File: src/rtl/smp_pkg.sv
// Shared types and per-channel logic functions for the smp_pipe slice.
// Ports: none (package). Exports C_D_W, smp_in_t, smp_out_t, f_n1, f_qx, f_qy.
// The functions are the single definition of the channel logic; both latency modes use them.
package smp_pkg;

    localparam int C_D_W = 4;

    typedef logic [C_D_W-1:0] smp_in_t;

    typedef struct packed {
        logic qx;
        logic qy;
    } smp_out_t;

    function automatic logic f_n1(input smp_in_t d);
        return d[0] & d[1];
    endfunction

    function automatic logic f_qx(input smp_in_t d);
        return f_n1(d) | d[2];
    endfunction

    function automatic logic f_qy(input smp_in_t d);
        return ~(f_qx(d) | d[3]);
    endfunction

endpackage

File: src/rtl/smp_stage.sv
// One valid/ready register slice: loads upstream data when enabled and upstream is valid.
// Ports: CLK/RST, up_vld_i/up_dat_i from upstream, en_nxt_i from downstream,
//        en_o (this slice can take a beat), v_o/dat_o (held beat).
module smp_stage
    import smp_pkg::*;
#(
    parameter int P_W = 1
) (
    input  logic           CLK,
    input  logic           RST,
    input  logic           up_vld_i,
    input  logic [P_W-1:0] up_dat_i,
    input  logic           en_nxt_i,
    output logic           en_o,
    output logic           v_o,
    output logic [P_W-1:0] dat_o
);

    logic           v_q,   v_d;
    logic [P_W-1:0] dat_q, dat_d;

    // An empty slice always has room; a full one only when its beat moves on.
    assign en_o = ~v_q | en_nxt_i;

    always_comb begin
        v_d   = v_q;
        dat_d = dat_q;
        if (en_o) begin
            v_d = up_vld_i;
            if (up_vld_i) begin
                dat_d = up_dat_i;
            end
        end
    end

    always_ff @(posedge CLK or posedge RST) begin
        if (RST) begin
            v_q   <= 1'b0;
            dat_q <= '0;
        end else begin
            v_q   <= v_d;
            dat_q <= dat_d;
        end
    end

    assign v_o   = v_q;
    assign dat_o = dat_q;

endmodule

File: src/rtl/smp_pipe.sv
// Multi-channel pipelined logic cell: QX=(D0&D1)|D2, QY=~(QX|D3) per channel, valid/ready flow.
// Ports: CLK/RST/CLR, I_VLD/I_RDY/D input stream, O_VLD/O_RDY/QX/QY output stream,
//        CNT saturating count of output transfers carrying any QY bit.
module smp_pipe
    import smp_pkg::*;
#(
    parameter logic G_MODE  = 1'b0,
    parameter int   G_CH    = 4,
    parameter int   G_CNT_W = 8
) (
    input  logic                  CLK,
    input  logic                  RST,
    input  logic                  CLR,
    input  logic                  I_VLD,
    output logic                  I_RDY,
    input  logic [C_D_W*G_CH-1:0] D,
    output logic                  O_VLD,
    input  logic                  O_RDY,
    output logic [G_CH-1:0]       QX,
    output logic [G_CH-1:0]       QY,
    output logic [G_CNT_W-1:0]    CNT
);

    // Final stage word: QX in the low G_CH bits, QY in the high G_CH bits.
    logic [2*G_CH-1:0] out_dat;

    if (G_MODE == 1'b0) begin : g_one
        logic [2*G_CH-1:0] res;

        for (genvar c = 0; c < G_CH; c++) begin : g_ch
            assign res[c]        = f_qx(D[C_D_W*c +: C_D_W]);
            assign res[G_CH + c] = f_qy(D[C_D_W*c +: C_D_W]);
        end

        smp_stage #(.P_W(2*G_CH)) u_st (
            .CLK      (CLK),
            .RST      (RST),
            .up_vld_i (I_VLD),
            .up_dat_i (res),
            .en_nxt_i (O_RDY),
            .en_o     (I_RDY),
            .v_o      (O_VLD),
            .dat_o    (out_dat)
        );
    end else begin : g_two
        // Stage-1 word: n1 in [G_CH-1:0], D2 in [2G_CH-1:G_CH], D3 in [3G_CH-1:2G_CH].
        logic [3*G_CH-1:0] s1_in, s1_dat;
        logic [2*G_CH-1:0] s2_in;
        logic              s1_v, s2_en;

        for (genvar c = 0; c < G_CH; c++) begin : g_ch
            smp_in_t rebuilt;
            assign s1_in[c]          = f_n1(D[C_D_W*c +: C_D_W]);
            assign s1_in[G_CH + c]   = D[C_D_W*c + 2];
            assign s1_in[2*G_CH + c] = D[C_D_W*c + 3];
            // n1 placed on both low bits so f_n1 returns it unchanged and the
            // same f_qx/f_qy apply in stage 2.
            assign rebuilt = {s1_dat[2*G_CH + c], s1_dat[G_CH + c], s1_dat[c], s1_dat[c]};
            assign s2_in[c]        = f_qx(rebuilt);
            assign s2_in[G_CH + c] = f_qy(rebuilt);
        end

        smp_stage #(.P_W(3*G_CH)) u_st1 (
            .CLK      (CLK),
            .RST      (RST),
            .up_vld_i (I_VLD),
            .up_dat_i (s1_in),
            .en_nxt_i (s2_en),
            .en_o     (I_RDY),
            .v_o      (s1_v),
            .dat_o    (s1_dat)
        );

        smp_stage #(.P_W(2*G_CH)) u_st2 (
            .CLK      (CLK),
            .RST      (RST),
            .up_vld_i (s1_v),
            .up_dat_i (s2_in),
            .en_nxt_i (O_RDY),
            .en_o     (s2_en),
            .v_o      (O_VLD),
            .dat_o    (out_dat)
        );
    end

    assign QX = out_dat[G_CH-1:0];
    assign QY = out_dat[2*G_CH-1:G_CH];

    localparam logic [G_CNT_W-1:0] C_CNT_MAX = '1;

    logic [G_CNT_W-1:0] cnt_q, cnt_d;

    // Clear has priority over a same-cycle counted transfer.
    always_comb begin
        cnt_d = cnt_q;
        if (CLR) begin
            cnt_d = '0;
        end else if (O_VLD && O_RDY && (|QY) && (cnt_q != C_CNT_MAX)) begin
            cnt_d = cnt_q + G_CNT_W'(1);
        end
    end

    always_ff @(posedge CLK or posedge RST) begin
        if (RST) begin
            cnt_q <= '0;
        end else begin
            cnt_q <= cnt_d;
        end
    end

    assign CNT = cnt_q;

endmodule
File: config.mk
export PLATFORM = sky130hd
export DESIGN_NAME = smp_pipe
export DESIGN_NICKNAME = d
export VERILOG_FILES = /design/src/rtl/smp_pkg.sv /design/src/rtl/smp_stage.sv /design/src/rtl/smp_pipe.sv
export SDC_FILE = /design/constraint.sdc
export NUM_CORES = 1
export LEC_CHECK = 0
export BUFFER_PORTS_ARGS = -buffer_cell sky130_fd_sc_hd__buf_2
export CAP_MARGIN = 10
export CORE_ASPECT_RATIO = 1.2
export CORE_MARGIN = 4
export CORE_UTILIZATION = 35
export DETAILED_ROUTE_END_ITERATION = 8
export PLACE_DENSITY = 0.65
export SKIP_CTS_REPAIR_TIMING = 1
export SKIP_LAST_GASP = 1
export SYNTH_ARGS = -nofsm -noshare
export SYNTH_HDL_FRONTEND = slang
export SYNTH_SLANG_ARGS = --single-unit
File: constraint.sdc
create_clock -name CLK -period 1.8 [get_ports CLK]
set_clock_uncertainty 0.05 [all_clocks]
set_input_delay 0.27 -clock CLK [delete_from_list [all_inputs] [get_ports CLK]]
set_output_delay 0.27 -clock CLK [all_outputs]
set_load 0.02 [all_outputs]
# Yosys cells after proc, flatten, opt, wreduce, memory -nomap -nowiden
# Cells that the tools add are included.
# op_classes
n_addsub	1
multipliers	0
div	0
magnitude_cmp	0
eq_ne	1
shift	0
mux	2
bitwise	18
n_reduce_logical	6
# ops
cell	count
2-to-1 mux 8 bit	2
OR 1 bit	9
adder 8 x 1 -> 8 bit, second input constant	1
inequality test 8 bit, second input constant	1
NOT 1 bit	5
bitwise AND 1 bit	4
OR reduction 4 bit	1
logical AND 1 bit	3
AND reduction 2 bit	1
nonzero test 2 bit	1
# totals
ff_bits	17
latchBits	0
ramBits	0
mem_bits_ro	0
out_inout_bits	18
wordCells	31
memories	0

# Logic depth before layout (Yosys ltp)
# logic_depth
word_depth	5
depth_mapped	6
mapped_depth_nobuf	5

# Hierarchy
# From an unflattened synthesis, not the netlist that was laid out.
# unflattened
hier_cells	78
hier_area_um2	934.6
# by_module_without_submodules
module	instances	cells_each	area_per_inst_um2
smp_pipe	1	57	545.5
smp_stage	1	21	389.1

# Least setup slack after synthesis
# Ideal clock, no wire load.
# synth_path
path_kind	register to register
start	register cnt_q[0], in the netlist CNT[0]
end	register cnt_q[7], in the netlist CNT[7]
setup_ps	119
arrival_time_ps	1763
required_time_ps	1631
setup_slack_ps	-132
path_stages_with_launch	7
path_buffers	1
period_less_slack_ps	1932
path_cell_list	dfrtp_1 ha_1 and3_1 a211o_1 buf_4 o31a_1 o21ba_1
# synth_via
elab_chain_len	3
elab_cells_between_ends	6
# synth_rtl
item	line	text
from (decl)	smp_pipe.sv:91	logic [G_CNT_W-1:0] cnt_q, cnt_d;
from (signal assigned)	smp_pipe.sv:107	cnt_q <= cnt_d;
adder 8 x 1 -> 8 bit / inequality test 8 bit (equally long branches)	smp_pipe.sv:99, smp_pipe.sv:98	
2-to-1 mux 8 bit / logical AND 1 bit (equally long branches)	smp_pipe.sv:98	end else if (O_VLD && O_RDY && (|QY) && (cnt_q != C_CNT_MAX)) begin
2-to-1 mux 8 bit / nonzero test 2 bit (equally long branches)	--	
# Several ways; a longest one is shown, not always the timed one. The select of a mux whose other input is x is not followed.
# A chain may end at the register's enable or synchronous reset.

# Worst setup path after layout
# layout_path
start	register cnt_q[0], in the netlist CNT[0]
end	register cnt_q[3], in the netlist CNT[3]
# The elaborated chain is that of the path after synthesis.

==> impl_metrics.yaml <==
timing:
  relSlewSlack_pct: 57.1
  hold_viol: 0
  fin_crit_ps: 1830
  worst_slack_ps: -34.8
  hold_slack_ps: 1.96
  fin_crit_sh_pct: 102
  rsz0062_at_grt: "yes"
  setup_violations: 3
  tightest_slew_ps: 643
  finalMaxSlewViolations: 0
  max_freq_mhz: 545
cells_and_area:
  final_nets: 153
  drive_gt1_share_pct: 49.2
  areaGrowthSynthToFinish_pct: 48.9
  instances_no_fill: 160
  diodes: 0
  fillers: 197
synthesis:
  yosysMostFrequentCell: "dfrtp_1"
  yosys-top-cells-count: "dfrtp_1, nand2_1, a21oi_1, o21ai_0, o21a_1"
  ys_async_sr_fraction_pct: 100
  syn-num-nets: 101
  synth.ff_latch_count: 17
  ys_top_cells_by_area: "dfrtp_1, nand2_1, a21oi_1"
  synth.cell_area_um2: 786
  avgSynthCellArea_um2: 9.95
  ys_warn_count: 0
  synth_edf_count: 0
  synth_cells: 79
  yosysSeqAreaShare_pct: 54.1
  synth_top_area_cell: "dfrtp_1"
  yosysUniqueCellTypes: 27
  synth-main-ff-cell: "dfrtp_1"
  netlist.area_leader.share_pct: 54.1
placement:
  io_buffers: 38
  gp_congestion: 0.915
  place_inst: 155
  dpl.hpwl_mm: 1.58
clock_network:
  cts_buffers: 3
  cts_tree: "built"
  clockBufferDepth: 2
  h-tree-depth: 1
  clkLatencyLatePin_ps: 280
  cts_sinks: 17
  clk_pin_slew_ps: 100
  cts_root_buf: "clkbuf_4"
global_route:
  grt_remaining_overflow: 0
  grtUsageTotal_pct: 14.7
  grt_antenna_before_repair: 0
  grt_max_degree: 18
  first_global_vias: 805
  grt_pass1_wl_mm: 3.36
min_path:
  hold_path.class: "input pin to async pin"
routing:
  drc: 0
  vias_per_cell: 4.91
  wl_per_cell_um: 12.6
  routed-via-count: 785
  drt_first_iter_violations: 7
  totalWireLength_mm: 2.01
  drt_first_pass_iters: 4
  antenna_left: 0
critical_path:
  arrival_ps: 2000
  critPathLaunchType: "flop"
  worst-setup-path-type: "flop to flop"
  r2r_end: "CNT[3]$_DFFE_PP0P_"
  regToRegSetupSlack_ps: -30
  worstRegToRegCells: 6
  endpoint_kind: "flop"
  required_ps: 1970
  cp_max_fo: 6
  reg2reg_from: "CNT[0]$_DFFE_PP0P_"
run_status:
  status: "finished with violations"
  violations: "negative setup slack"
pwr:
  power.share.clock_pct: 24.8
  p_sw_uw: 235
  p_seq_share_pct: 52.8
  pwr-share-comb_pct: 22.4
  vdd.ir_drop.worst_mv: 0.444
  switching_share_pct: 29.1
  p_leak_uw: 0.000575
  power_density_nw_per_um2: 691
  power.internal_uw: 573
floorplanning:
  core_um2: 2090
  die_width_um: 51.3
  die_h_um: 59.9
  start_util_pct: 37.5
  ios: 39
  rows: 18
  design.die.area_um2: 3070
job:
  maxCapViolCount: 0
## critical path, cell delays in order (launching register included)
cell,delay (ps)
dfrtp_2,430
ha_4,160
and3_4,170
a211o_4,360
buf_6,140
or3_1,330
a21oi_1,130
## registers in the layout, indices dropped and copies added, names as in the netlist
signal            count
g_one.u_st.dat_o      8
g_one.u_st.v_o        1
CNT                   8
## through the flow
step	instance area (um^2)	utilization (%)	setup TNS (ps)	power (uW)	worst slack [ps]
after floorplan	810	-	-56.6	532	-29.2
after global placement	1100	52.6	-9.30	603	-9.30
after detailed placement	1100	52.6	-96.5	606	-65.8
after CTS	1130	53.8	-169	810	-100
after global routing	1170	55.9	-209	856	-68.9
final	1170	55.9	-39.4	808	-34.8
## routing by layer
| metal | vias to the layer above | part of all wire, % | routed length, um | GRT usage, % |
|---|---|---|---|---|
| met1 | 362 | 41 | 833 | 16.5 |
| met2 | 32 | 50 | 1000 | 26.0 |
| li1 | 387 | - | - | - |
| met4 | 0 | 0.99 | 20 | 7.12 |
| met5 | - | 0 | 0 | 0 |
| met3 | 4 | 7.6 | 153 | 3.49 |
## layout by cell type (no fill, tap or decap), drive strengths merged, types with 2 or more instances in the layout
cell type,synthesis,layout
buf,2,50
dfrtp,17,17
a21oi,8,8
inv,2,2
nor2,3,3
nand2b,2,2
clkbuf,1,4
nand2,12,12
o31ai,2,2
nand3,2,2
o21ai,6,6
or3,2,2
o21a,4,4
or4,2,2
nor4,3,3
## cell type report
class | count | area (um^2) | share of cell area [%]
Inverter | 2 | 7.51 | 0.642
Sequential cell | 17 | 428 | 36.6
Clock buffer | 4 | 26.3 | 2.25
Multi-Input combinational cell | 57 | 387 | 33.0
Timing Repair Buffer | 50 | 284 | 24.3
Tap cell | 30 | 37.5 | 3.21
## worst max path at each step
| stage | start | endpoint | slack [ps] | cells past startpoint |
|---|---|---|---|---|
| finish | CNT[0]$_DFFE_PP0P_ | CNT[3]$_DFFE_PP0P_ | -30 | 6 |
| global route | CNT[1]$_DFFE_PP0P_ | CNT[3]$_DFFE_PP0P_ | -70 | 6 |
| CTS | CNT[1]$_DFFE_PP0P_ | CNT[5]$_DFFE_PP0P_ | -100 | 5 |
| detailed placement | CNT[1]$_DFFE_PP0P_ | CNT[5]$_DFFE_PP0P_ | -70 | 5 |
| global placement | CNT[1]$_DFFE_PP0P_ | CNT[5]$_DFFE_PP0P_ | -9 | 5 |
| floorplan | CNT[0]$_DFFE_PP0P_ | CNT[7]$_DFFE_PP0P_ | -30 | 6 |
## kinds of logic (layout without fill, tap and decap cells)
group,Yosys count,after routing,share of synthesized area (%)
xor gates and xnor gates,2,2,2.23
DFF,17,17,54.1
AOI/OAI and AO/OA,23,23,18.2
adders and majority gates,1,1,1.59
buffers and inverters,5,56,2.87
muxes,1,1,1.27
and+or+nand+nor,30,30,19.7
## power by group through the flow
stage | logic [uW] | clock network, uW | registers, uW
after detailed placement | 172 | 0 | 434
final | 181 | 200 | 427
after global placement | 169 | 0 | 433
after CTS | 173 | 210 | 426
after floorplan | 64.5 | 0 | 468
after global routing | 200 | 225 | 431
(Power assumes the default switching activity.)
